`src/rtl/collectible_spawner.sv`:
```
// collectible_spawner
//   Periodically requests a collectible type from the random type generator.
//   It places the collectible into the lowest-index free slot at the supplied
//   random position. It detects player pickups on game ticks and publishes the
//   slot state for rendering and pickup events for scoring.
//
//   Optional feature macro: COLLECTIBLE_LIFETIME_EN
//     defined   - each active slot has a lifetime counter that decrements on
//                 tick; the slot is cleared silently when the counter expires.
//     undefined - collectibles persist until picked up (LIFETIME unused).
//
// Ports
//   clk, reset      system clock, synchronous active-high reset
//   tick            one-cycle game frame pulse
//   random_type     generator output, valid two cycles after gen_en
//   spawn_x/y       random spawn position, sampled in PLACE
//   player_x/y      current player position
//   gen_en          one-cycle enable to the type generator
//   slot_active     bit i set when slot i is occupied
//   slot_type/x/y   flattened per-slot type (0 when free) and position
//   collected       one-cycle pickup pulse
//   collected_type  type of the most recent pickup (held)
module collectible_spawner #(
    parameter int unsigned NUM_SLOTS      = 4,
    parameter int unsigned SPAWN_INTERVAL = 50,
    parameter int unsigned LIFETIME       = 200,
    parameter int unsigned HIT_RADIUS     = 3
) (
    input  logic                     clk,
    input  logic                     reset,
    input  logic                     tick,
    input  logic [1:0]               random_type,
    input  logic [6:0]               spawn_x,
    input  logic [5:0]               spawn_y,
    input  logic [6:0]               player_x,
    input  logic [5:0]               player_y,
    output logic                     gen_en,
    output logic [NUM_SLOTS-1:0]     slot_active,
    output logic [2*NUM_SLOTS-1:0]   slot_type,
    output logic [7*NUM_SLOTS-1:0]   slot_x,
    output logic [6*NUM_SLOTS-1:0]   slot_y,
    output logic                     collected,
    output logic [1:0]               collected_type
);

    typedef enum logic [1:0] {
        S_IDLE,
        S_REQ,
        S_WAIT,
        S_PLACE
    } state_t;

    localparam int unsigned   TW     = $clog2(SPAWN_INTERVAL);
    localparam logic [TW-1:0] T_LAST = TW'(SPAWN_INTERVAL - 1);
    localparam int unsigned   IW     = (NUM_SLOTS > 1) ? $clog2(NUM_SLOTS) : 1;
    localparam logic [7:0]    RADIUS = 8'(HIT_RADIUS);

    state_t               state_q, state_d;
    logic [TW-1:0]        timer_q, timer_d;
    logic                 retry_q, retry_d;
    logic [NUM_SLOTS-1:0] active_q, active_d;
    logic [1:0]           type_q [NUM_SLOTS];
    logic [1:0]           type_d [NUM_SLOTS];
    logic [6:0]           x_q    [NUM_SLOTS];
    logic [6:0]           x_d    [NUM_SLOTS];
    logic [5:0]           y_q    [NUM_SLOTS];
    logic [5:0]           y_d    [NUM_SLOTS];
    logic                 collected_q, collected_d;
    logic [1:0]           ctype_q, ctype_d;

`ifdef COLLECTIBLE_LIFETIME_EN
    localparam int unsigned   LW        = (LIFETIME < 1) ? 1 : $clog2(LIFETIME + 1);
    localparam logic [LW-1:0] LIFE_INIT = LW'(LIFETIME);

    logic [LW-1:0] life_q [NUM_SLOTS];
    logic [LW-1:0] life_d [NUM_SLOTS];
`else
    logic unused_lifetime;
    assign unused_lifetime = ^LIFETIME;
`endif

    logic [NUM_SLOTS-1:0] hit;
    logic                 hit_any, free_any;
    logic [IW-1:0]        hit_idx, free_idx;

    // Operands are widened by one bit so the subtraction never wraps.
    function automatic logic [7:0] abs_diff(input logic [7:0] a, input logic [7:0] b);
        return (a >= b) ? (a - b) : (b - a);
    endfunction

    always_comb begin
        hit = '0;
        for (int unsigned i = 0; i < NUM_SLOTS; i++) begin
            hit[i] = active_q[i]
                  && (abs_diff({1'b0, player_x}, {1'b0, x_q[i]}) <= RADIUS)
                  && (abs_diff({2'b0, player_y}, {2'b0, y_q[i]}) <= RADIUS);
        end
    end

    // Lowest-index hit and lowest-index free slot, both based on the
    // registered occupancy so PLACE never targets a slot cleared this cycle.
    always_comb begin
        hit_any  = 1'b0;
        hit_idx  = '0;
        free_any = 1'b0;
        free_idx = '0;
        for (int unsigned i = 0; i < NUM_SLOTS; i++) begin
            if (hit[i] && !hit_any) begin
                hit_any = 1'b1;
                hit_idx = IW'(i);
            end
            if (!active_q[i] && !free_any) begin
                free_any = 1'b1;
                free_idx = IW'(i);
            end
        end
    end

    always_comb begin
        state_d     = state_q;
        timer_d     = timer_q;
        retry_d     = retry_q;
        active_d    = active_q;
        type_d      = type_q;
        x_d         = x_q;
        y_d         = y_q;
        collected_d = 1'b0;
        ctype_d     = ctype_q;
`ifdef COLLECTIBLE_LIFETIME_EN
        life_d      = life_q;

        // Expiry first; a pickup on the same slot below still reports it.
        if (tick) begin
            for (int unsigned i = 0; i < NUM_SLOTS; i++) begin
                if (active_q[i]) begin
                    if (life_q[i] <= LW'(1)) begin
                        active_d[i] = 1'b0;
                        type_d[i]   = '0;
                        life_d[i]   = '0;
                    end else begin
                        life_d[i] = life_q[i] - LW'(1);
                    end
                end
            end
        end
`endif

        if (tick && hit_any) begin
            active_d[hit_idx] = 1'b0;
            type_d[hit_idx]   = '0;
            collected_d       = 1'b1;
            ctype_d           = type_q[hit_idx];
        end

        case (state_q)
            S_IDLE: begin
                // retry_q keeps the spawn pending while every slot is full.
                if (timer_q == T_LAST) begin
                    if (tick || retry_q) begin
                        if (free_any) begin
                            state_d = S_REQ;
                            timer_d = '0;
                            retry_d = 1'b0;
                        end else begin
                            retry_d = 1'b1;
                        end
                    end
                end else if (tick) begin
                    timer_d = timer_q + TW'(1);
                end
            end
            S_REQ:  state_d = S_WAIT;
            S_WAIT: state_d = S_PLACE;
            S_PLACE: begin
                if (free_any) begin
                    active_d[free_idx] = 1'b1;
                    type_d[free_idx]   = (random_type == 2'd0) ? 2'd1 : random_type;
                    x_d[free_idx]      = spawn_x;
                    y_d[free_idx]      = spawn_y;
`ifdef COLLECTIBLE_LIFETIME_EN
                    life_d[free_idx]   = LIFE_INIT;
`endif
                end
                state_d = S_IDLE;
            end
            default: state_d = S_IDLE;
        endcase
    end

    always_ff @(posedge clk) begin
        if (reset) begin
            state_q     <= S_IDLE;
            timer_q     <= '0;
            retry_q     <= 1'b0;
            active_q    <= '0;
            collected_q <= 1'b0;
            ctype_q     <= '0;
            for (int unsigned i = 0; i < NUM_SLOTS; i++) begin
                type_q[i] <= '0;
                x_q[i]    <= '0;
                y_q[i]    <= '0;
`ifdef COLLECTIBLE_LIFETIME_EN
                life_q[i] <= '0;
`endif
            end
        end else begin
            state_q     <= state_d;
            timer_q     <= timer_d;
            retry_q     <= retry_d;
            active_q    <= active_d;
            collected_q <= collected_d;
            ctype_q     <= ctype_d;
            type_q      <= type_d;
            x_q         <= x_d;
            y_q         <= y_d;
`ifdef COLLECTIBLE_LIFETIME_EN
            life_q      <= life_d;
`endif
        end
    end

    assign gen_en         = (state_q == S_REQ);
    assign slot_active    = active_q;
    assign collected      = collected_q;
    assign collected_type = ctype_q;

    always_comb begin
        slot_type = '0;
        slot_x    = '0;
        slot_y    = '0;
        for (int unsigned i = 0; i < NUM_SLOTS; i++) begin
            slot_type[2*i +: 2] = type_q[i];
            slot_x[7*i +: 7]    = x_q[i];
            slot_y[6*i +: 6]    = y_q[i];
        end
    end

endmodule

```
`config.mk`:
```
export PLATFORM = sky130hd
export DESIGN_NAME = collectible_spawner
export DESIGN_NICKNAME = d
export VERILOG_FILES = /design/src/rtl/collectible_spawner.sv
export SDC_FILE = /design/constraint.sdc
export NUM_CORES = 1
export LEC_CHECK = 0
export BUFFER_PORTS_ARGS = -buffer_cell sky130_fd_sc_hd__buf_2
export CORE_ASPECT_RATIO = 1.75
export CORE_UTILIZATION = 55
export DETAILED_ROUTE_END_ITERATION = 6
export PLACE_DENSITY = 0.76
export SYNTH_ARGS = -nofsm -noshare
export SYNTH_HDL_FRONTEND = slang
export SYNTH_SLANG_ARGS = --single-unit
```
`constraint.sdc`:
```
create_clock -name clk -period 6.3 [get_ports clk]
set_input_delay 0.63 -clock clk [delete_from_list [all_inputs] [get_ports clk]]
set_output_delay 0.63 -clock clk [all_outputs]
set_load 0.02 [all_outputs]
```
==> qor.csv, run 1 <==
metric,value,unit
first_iter_violations,528,
antennaDiodeCount,0,
period_share,66.28,%
crit_path_end_kind,register,
fin_worst_skew,0.007944,ns
muxShareOfSynthArea,3.099,%
max_stage_delay,0.58,ns
path_class,input port to register,
critPathRequiredTime,6.56,ns
yosysWarnings,0,
synthAdderAreaFrac,22.28,%
core,13520,um2
globalplace.congestion,0.9881,
maxCapViolCount,0,
irDropWorstVdd,120.1,uV
postSynthAreaPerCell,7.573,um2
layout.area.seq,1521,um2
synth_edf_count,0,
num_rows,56,
status,completed,
yosysTopAreaCell,dfxtp_1,
setup_tns,0,ns
synth_fp_nets,1171,
io_pins,99,
antenna_found_initial,0,
io_buffer_count,98,
hp-class,register to register,
synth-compound-area-share,22.48,%
fmax,239.5,MHz
drc,0,
cts_setup_buffers,0,
synth-main-ff-cell,dfxtp_1,
critPathBufInv,3,
path_max_fanout,10,
fin_area,8469,um2
initial_core_util,56.73,%
crit_path_cell_trace,buf_2 -> inv_1 -> ha_1 -> nor2b_1 -> o21a_1 -> or2_0 -> a221oi_1 -> mux2_1 -> o211ai_1 -> inv_1 -> o41ai_2 -> a2111oi_0 -> a221oi_1,
hold_slack,0.4891,ns
htreeDepth,3,
powerDensity,154.2,nW/um2
die_area,14440,um2
fillCellCount,1265,
wirelength,23440,um
grt_max_degree,74,
drive_gt1_share,12.40,%
critPathLaunchType,input port,
yosys.area_share.simple,21.51,%
nets,1234,
cts_root_buf,clkbuf_16,
ys_ff_latch,76,
grt_overflow_total,0,
cp_top_family,compound AO/OA/AOI/OAI gates,
ys_top_cells_by_area,"dfxtp_1 20%, ha_1 18%, a21oi_1 7.8%",
synth_top_area_share,19.83,%
ys_types,73,
dpl.hpwl,18070,um
multi_input_area,5537,um2
synth-seq-area-share,19.83,%
cts-buffers-inserted,9,
p_leak,3.711,nW
grt_usage,33.09,%
dieHeight,158.2,um
synth_top_family_by_area,compound AO/OA/AOI/OAI gates,
synth-xor-area-share,2.740,%
cts_buffer_depth,2,
syn_inst,1013,
wl_per_cell,18.68,um
rsz0062_at_grt,false,
post_dp_cell_area,8183,um2
syn-cell-area,7671,um2
die_x,91.28,um
cp_slowest_cell,o41ai_2,
slew_violations,0,
grt_pass1_vias,7333,
slew_headroom,17.01,%
path_clk_slew,0.07,ns
syn2layout_area_growth,10.41,%
fin_crit,4.176,ns
clk-insertion-delay-late,0.35,ns
cts.repair.resized,0,
setup-violations-final,0,
cts_sinks,76,
crit_arrival,4.43,ns
tightest_slew,1.239,ns
grt_pass1_wl,37070,um
cts_tree,done,
viasPerCell,6.034,
ant_nets,0,
holdBufCountCts,0,
via_count,7573,
hold_violations,0,
async_reset_ff_share,0,%
dr.pass1.iters,5,
## metal layers
metal	GRT usage [%]	share of wire, %	wire length (um)
met1	33.43	37	8651
met2	62.34	51	11950
met3	4.611	5.2	1215
met4	22.68	6.9	1627
met5	0	0	0
## cell usage after synthesis (3+ instances only)
library cell    n
a211o_1         3
a211oi_1       13
a21o_1         20
a21oi_1       120
a221oi_1        9
a31oi_1        23
and2_1          4
and3_1          7
and4_1          7
buf_2          11
buf_6           4
clkbuf_1       35
dfxtp_1        76
fa_1           16
ha_1          111
inv_1         102
mux2_1          3
mux2i_1        17
nand2_1       158
nand2b_1       12
nand3_1        19
nand3b_1       12
nand4_1        10
nor2_1         48
nor2b_1        16
nor3_1          9
nor3b_1         6
nor4_1          5
o2111ai_1       3
o211ai_1        8
o21a_1          5
o21ai_0        31
o21ai_1         3
o21bai_1        4
o22ai_1         4
o31ai_1         5
or2_2           3
or3_1           4
or4_1           5
xnor2_1         9
xor2_1         15
## worst paths after layout
check,startpoint,end,cells after the start,slack [ns]
worst max-delay path,player_y[1],collected_type[1]$_SDFFE_PP0N_,13,2.12
worst min-delay path,slot_y[6]$_SDFFE_PP0P_,slot_y[6]$_SDFFE_PP0P_,2,0.49
worst max register to register,slot_x[7]$_SDFFE_PP0P_,collected_type[1]$_SDFFE_PP0N_,13,2.33
worst min register to register,slot_y[6]$_SDFFE_PP0P_,slot_y[6]$_SDFFE_PP0P_,2,0.49
## cell families after synthesis
kind of cell / after synthesis
AO/OA/AOI/OAI: 274
XOR/XNOR: 24
adder cells (fa/ha/maj): 127
buffers and inverters: 153
flip-flops: 76
multiplexers: 22
AND/OR/NAND/NOR: 337
## through the flow
stage,power (mW),util [%],cells,setup WS (ns)
6_report,1.306,62.63,1255,2.124
5_1_grt,1.359,62.63,1255,1.793
4_1_cts,1.304,62.63,1255,2.173
3_5_place_dp,0.7952,60.51,1239,1.856
3_3_place_gp,0.7927,60.51,1239,2.044
2_1_floorplan,0.7180,-,1013,2.610
## cell type report
cell class	instances	area share [%]
Multi-Input combinational cell	784	65.37
Sequential cell	76	17.96
Timing Repair Buffer	102	6.146
Inverter	103	4.565
Clock buffer	9	2.659
Tap cell	174	2.571
Clock inverter	7	0.7239
## placed cells by master (no fill, tap or decap), drive strengths merged, types with 7 or more instances in the layout
cell type and instances:
a211oi 13, a21o 20, a21oi 120, a221oi 10
a31oi 23, and3 9, and4 7, buf 102
clkbuf 9, dfxtp 76, fa 16, ha 111
inv 105, mux2i 18, nand2 158, nand2b 12
nand3 19, nand3b 12, nand4 10, nor2 48
nor2b 18, nor3 9, o211ai 8, o21ai 34
xnor2 9, xor2 15
## where the power goes
part | internal (mW) | leakage, nW | switching (mW)
clock network | 0.273 | 0.134 | 0.241
registers | 0.488 | 0.612 | 0.00953
logic | 0.110 | 2.97 | 0.184
total | 0.872 | 3.71 | 0.434
## tightest hold or removal path, stage by stage, from the launching register on
cell     delay [ns]
dfxtp_1        0.33
nand2_1        0.06
a21oi_1        0.05
## sequential cells by signal, summed over array words and instances (netlist names)
register,count
slot_x,28
timer_q,6
collected,1
slot_active,4
retry_q,1
collected_type,2
slot_y,24
state_q,2
slot_type,8
(Power assumes the default switching activity.)
==> inputs of run 2 (changes only) <==
Settings changed: ABC_AREA set to 1, PLACE_DENSITY 0.76 to 0.79.
Clock period 6.3 ns to 3.5 ns, I/O delays scaled along.
==> run 2 against run 1 <==
- area after synthesis rose by 11%
- combinational power grew to 3.8 times the previous value
- wire length up 8.2%
- clock skew barely moved
- synthesized cell count rose by 35%
- non-clock buffer count grew 2
- core utilization grew 0.29 points
- setup slack worse by 1.6 ns
- critical endpoint is now collected_type[0]$_SDFFE_PP0N_
- highest routed layer is now met5
==> qor.csv, run 2 <==
metric,value,unit,change
crit_arrival,3.23,ns,-1.20 ns
path_max_fanout,6,,-4
grt_overflow_total,0,,unchanged
ys_ff_latch,76,,unchanged
synthTopCellsByCount,"360 x nand2_1, 245 x inv_1, 128 x a21oi_1",,
ant_nets,0,,unchanged
antenna_found_initial,1,,+1
timing.final.ws_setup,0.5067,ns,-1.618 ns
cts_buffer_depth,2,,unchanged
die_x,96.19,um,+5.4%
path_clk_slew,0.07,ns,about the same
synth-main-ff-cell,dfxtp_1,,
critPathRequiredTime,3.74,ns,-2.82 ns
fin_worst_skew,0.007815,ns,-0.0001287 ns
postSynthAreaPerCell,6.223,um2,-18%
rsz0062_at_grt,false,,
ys_types,39,,-47%
tightest_slew,0.9792,ns,-0.2602 ns
worstHoldStart,random_type[1],,
grt_pass1_vias,8658,,+18%
dieHeight,166.8,um,+5.4%
synth-xor-area-share,2.872,%,+0.13 points
reg2reg_from,slot_x[0]$_SDFFE_PP0P_,,
layout_commonest_cell,nand2_1,,
die_area,16050,um2,+11%
largest_reg_flops,28,,unchanged
crit_path_end_kind,register,,
cts_root_buf,clkbuf_16,,
antennaDiodeCount,0,,unchanged
syn2layout_area_growth,10.43,%,about the same
drive_gt1_share,11.56,%,-0.83 points
period_share,85.52,%,
cts_tree,done,,
io_buffer_count,98,,unchanged
setup_tns,0,ns,unchanged
synthAdderAreaFrac,20.02,%,-2.3 points
fmax,334.1,MHz,
critPathLaunchType,register,,
ys_top_cells_by_area,"dfxtp_1 18%, ha_1 16%, nand2_1 16%",,
synth_edf_count,0,,unchanged
hold_violations,0,,unchanged
dpl.hpwl,20720,um,+15%
viasPerCell,5.404,,-10%
wirelength,25370,um,+8.2%
num_rows,59,,+5.4%
maxCapViolCount,0,,unchanged
yosysWarnings,0,,unchanged
hp-class,input port to register,,
grt_pass1_wl,40610,um,+9.5%
slew_violations,0,,unchanged
cts_setup_buffers,0,,unchanged
first_iter_violations,369,,-30%
syn_inst,1372,,+35%
via_count,8841,,+17%
yosys.area_share.simple,31.62,%,+10 points
grt_usage,32.69,%,-0.40 points
htreeDepth,3,,unchanged
irDropWorstVdd,225.3,uV,+88%
path_class,register to register,,
critical_path.startpoint,slot_x[0]$_SDFFE_PP0P_,,
setup-violations-final,0,,unchanged
io_pins,99,,unchanged
grt_max_degree,58,,-22%
muxShareOfSynthArea,0.1172,%,-3.0 points
synth_top_family_by_area,simple AND/OR/NAND/NOR gates,,
core,14990,um2,+11%
holdBufCountCts,0,,unchanged
final_cell_mix,"360 x nand2_1, 245 x inv_1, 128 x a21oi_1, 111 x ha_1, 105 x nand3_1",,
p_leak,5.079,nW,+37%
clk-insertion-delay-late,0.35,ns,about the same
synth_fp_nets,1530,,+31%
synth-compound-area-share,14.08,%,-8.4 points
synth_most_common_cell,nand2_1,,
nets,1606,,+30%
cts-buffers-inserted,9,,unchanged
powerDensity,332.2,nW/um2,+120%
synth_top_area_share,17.82,%,-2.0 points
dr.pass1.iters,7,,+2
status,completed,,
initial_core_util,56.98,%,+0.25 points
place_ws,0.3308,ns,-1.525 ns
drc,0,,unchanged
slew_headroom,34.56,%,+18 points
synth-seq-area-share,17.82,%,-2.0 points
async_reset_ff_share,0,%,unchanged
globalplace.congestion,0.9572,,-3.1%
total_power,3.132,mW,+140%
wl_per_cell,15.51,um,-17%
yosysTopAreaCell,dfxtp_1,,
syn-cell-area,8538,um2,+11%
fin_crit,2.993,ns,
r2r_slack,0.51,ns,-1.82 ns
cts.repair.resized,0,,unchanged
cts_sinks,76,,unchanged
## run 2: cell types whose count changed after synthesis, sizes merged, moves of 18 or more
cell	change
a21o	-20
a31oi	-22
inv	+147
nand2	+216
nand3	+96
nor2	+44
nor2b	-18
o21ai	+52
## run 2: layer usage
metal / wire length [um] / global-route usage, %
met5: 15 / 0
met4: 1976 / 24.53
met3: 1363 / 6.438
met2: 13160 / 59.27
met1: 8851 / 30.91
## run 2: cell type report
class                           instances  area [um2]
Sequential cell                        76        1521
Clock inverter                          5       83.83
Fill cell                            1416        5557
Tap cell                              183       229.0
Multi-Input combinational cell       1004        5867
Clock buffer                           11       242.7
Timing Repair Buffer                  104       535.5
Inverter                              253       949.7
## run 2: critical path: stages, from the launching register on
cell and delay (ns):
dfxtp_1 0.40, inv_1 0.08, ha_1 0.23, fa_1 0.40
nand3b_1 0.19, nand2_1 0.13, nand2_1 0.07, nand3_1 0.07
nand2_1 0.08, nand3_1 0.09, nand2_1 0.16, nand4_2 0.20
nand2_1 0.10, nor2_2 0.19, nand2_2 0.11, nand2_4 0.10
clkinv_1 0.08, o21ai_0 0.16, a21oi_1 0.05
## run 2: power breakdown
| group | switching (mW) | leakage, nW | internal, mW |
|---|---|---|---|
| registers | 0.0505 | 0.614 | 0.916 |
| clock network | 0.400 | 0.152 | 0.647 |
| logic | 0.745 | 4.31 | 0.373 |
## run 2: metrics by stage
| step | cells | utilization [%] | hold WS, ns | cell area [um2] |
|---|---|---|---|---|
| global placement | 1620 | 60.74 | 0.4411 | 9102 |
| detailed placement | 1620 | 60.74 | 0.4485 | 9102 |
| global route | 1636 | 62.92 | 0.3255 | 9429 |
| finish | 1636 | 62.92 | 0.3038 | 9429 |
| CTS | 1636 | 62.92 | 0.3081 | 9429 |
| floorplan | 1372 | - | 0.4191 | 8538 |
## run 2: final timing paths
kind                                                        to  depth (start not counted)
worst max-delay path            collected_type[0]$_SDFFE_PP0N_                         18
worst max register to register  collected_type[0]$_SDFFE_PP0N_                         18
worst min-delay path                   slot_type[3]$_SDFF_PP0_                          3
worst min register to register            retry_q$_SDFFE_PP0P_                          2
## run 2: cells by family after synthesis
family          after synthesis
simple gates                618
compound gates              230
flops                        76
xor+xnor                     28
mux                           1
fa+ha+maj                   127
buf+inv                     292
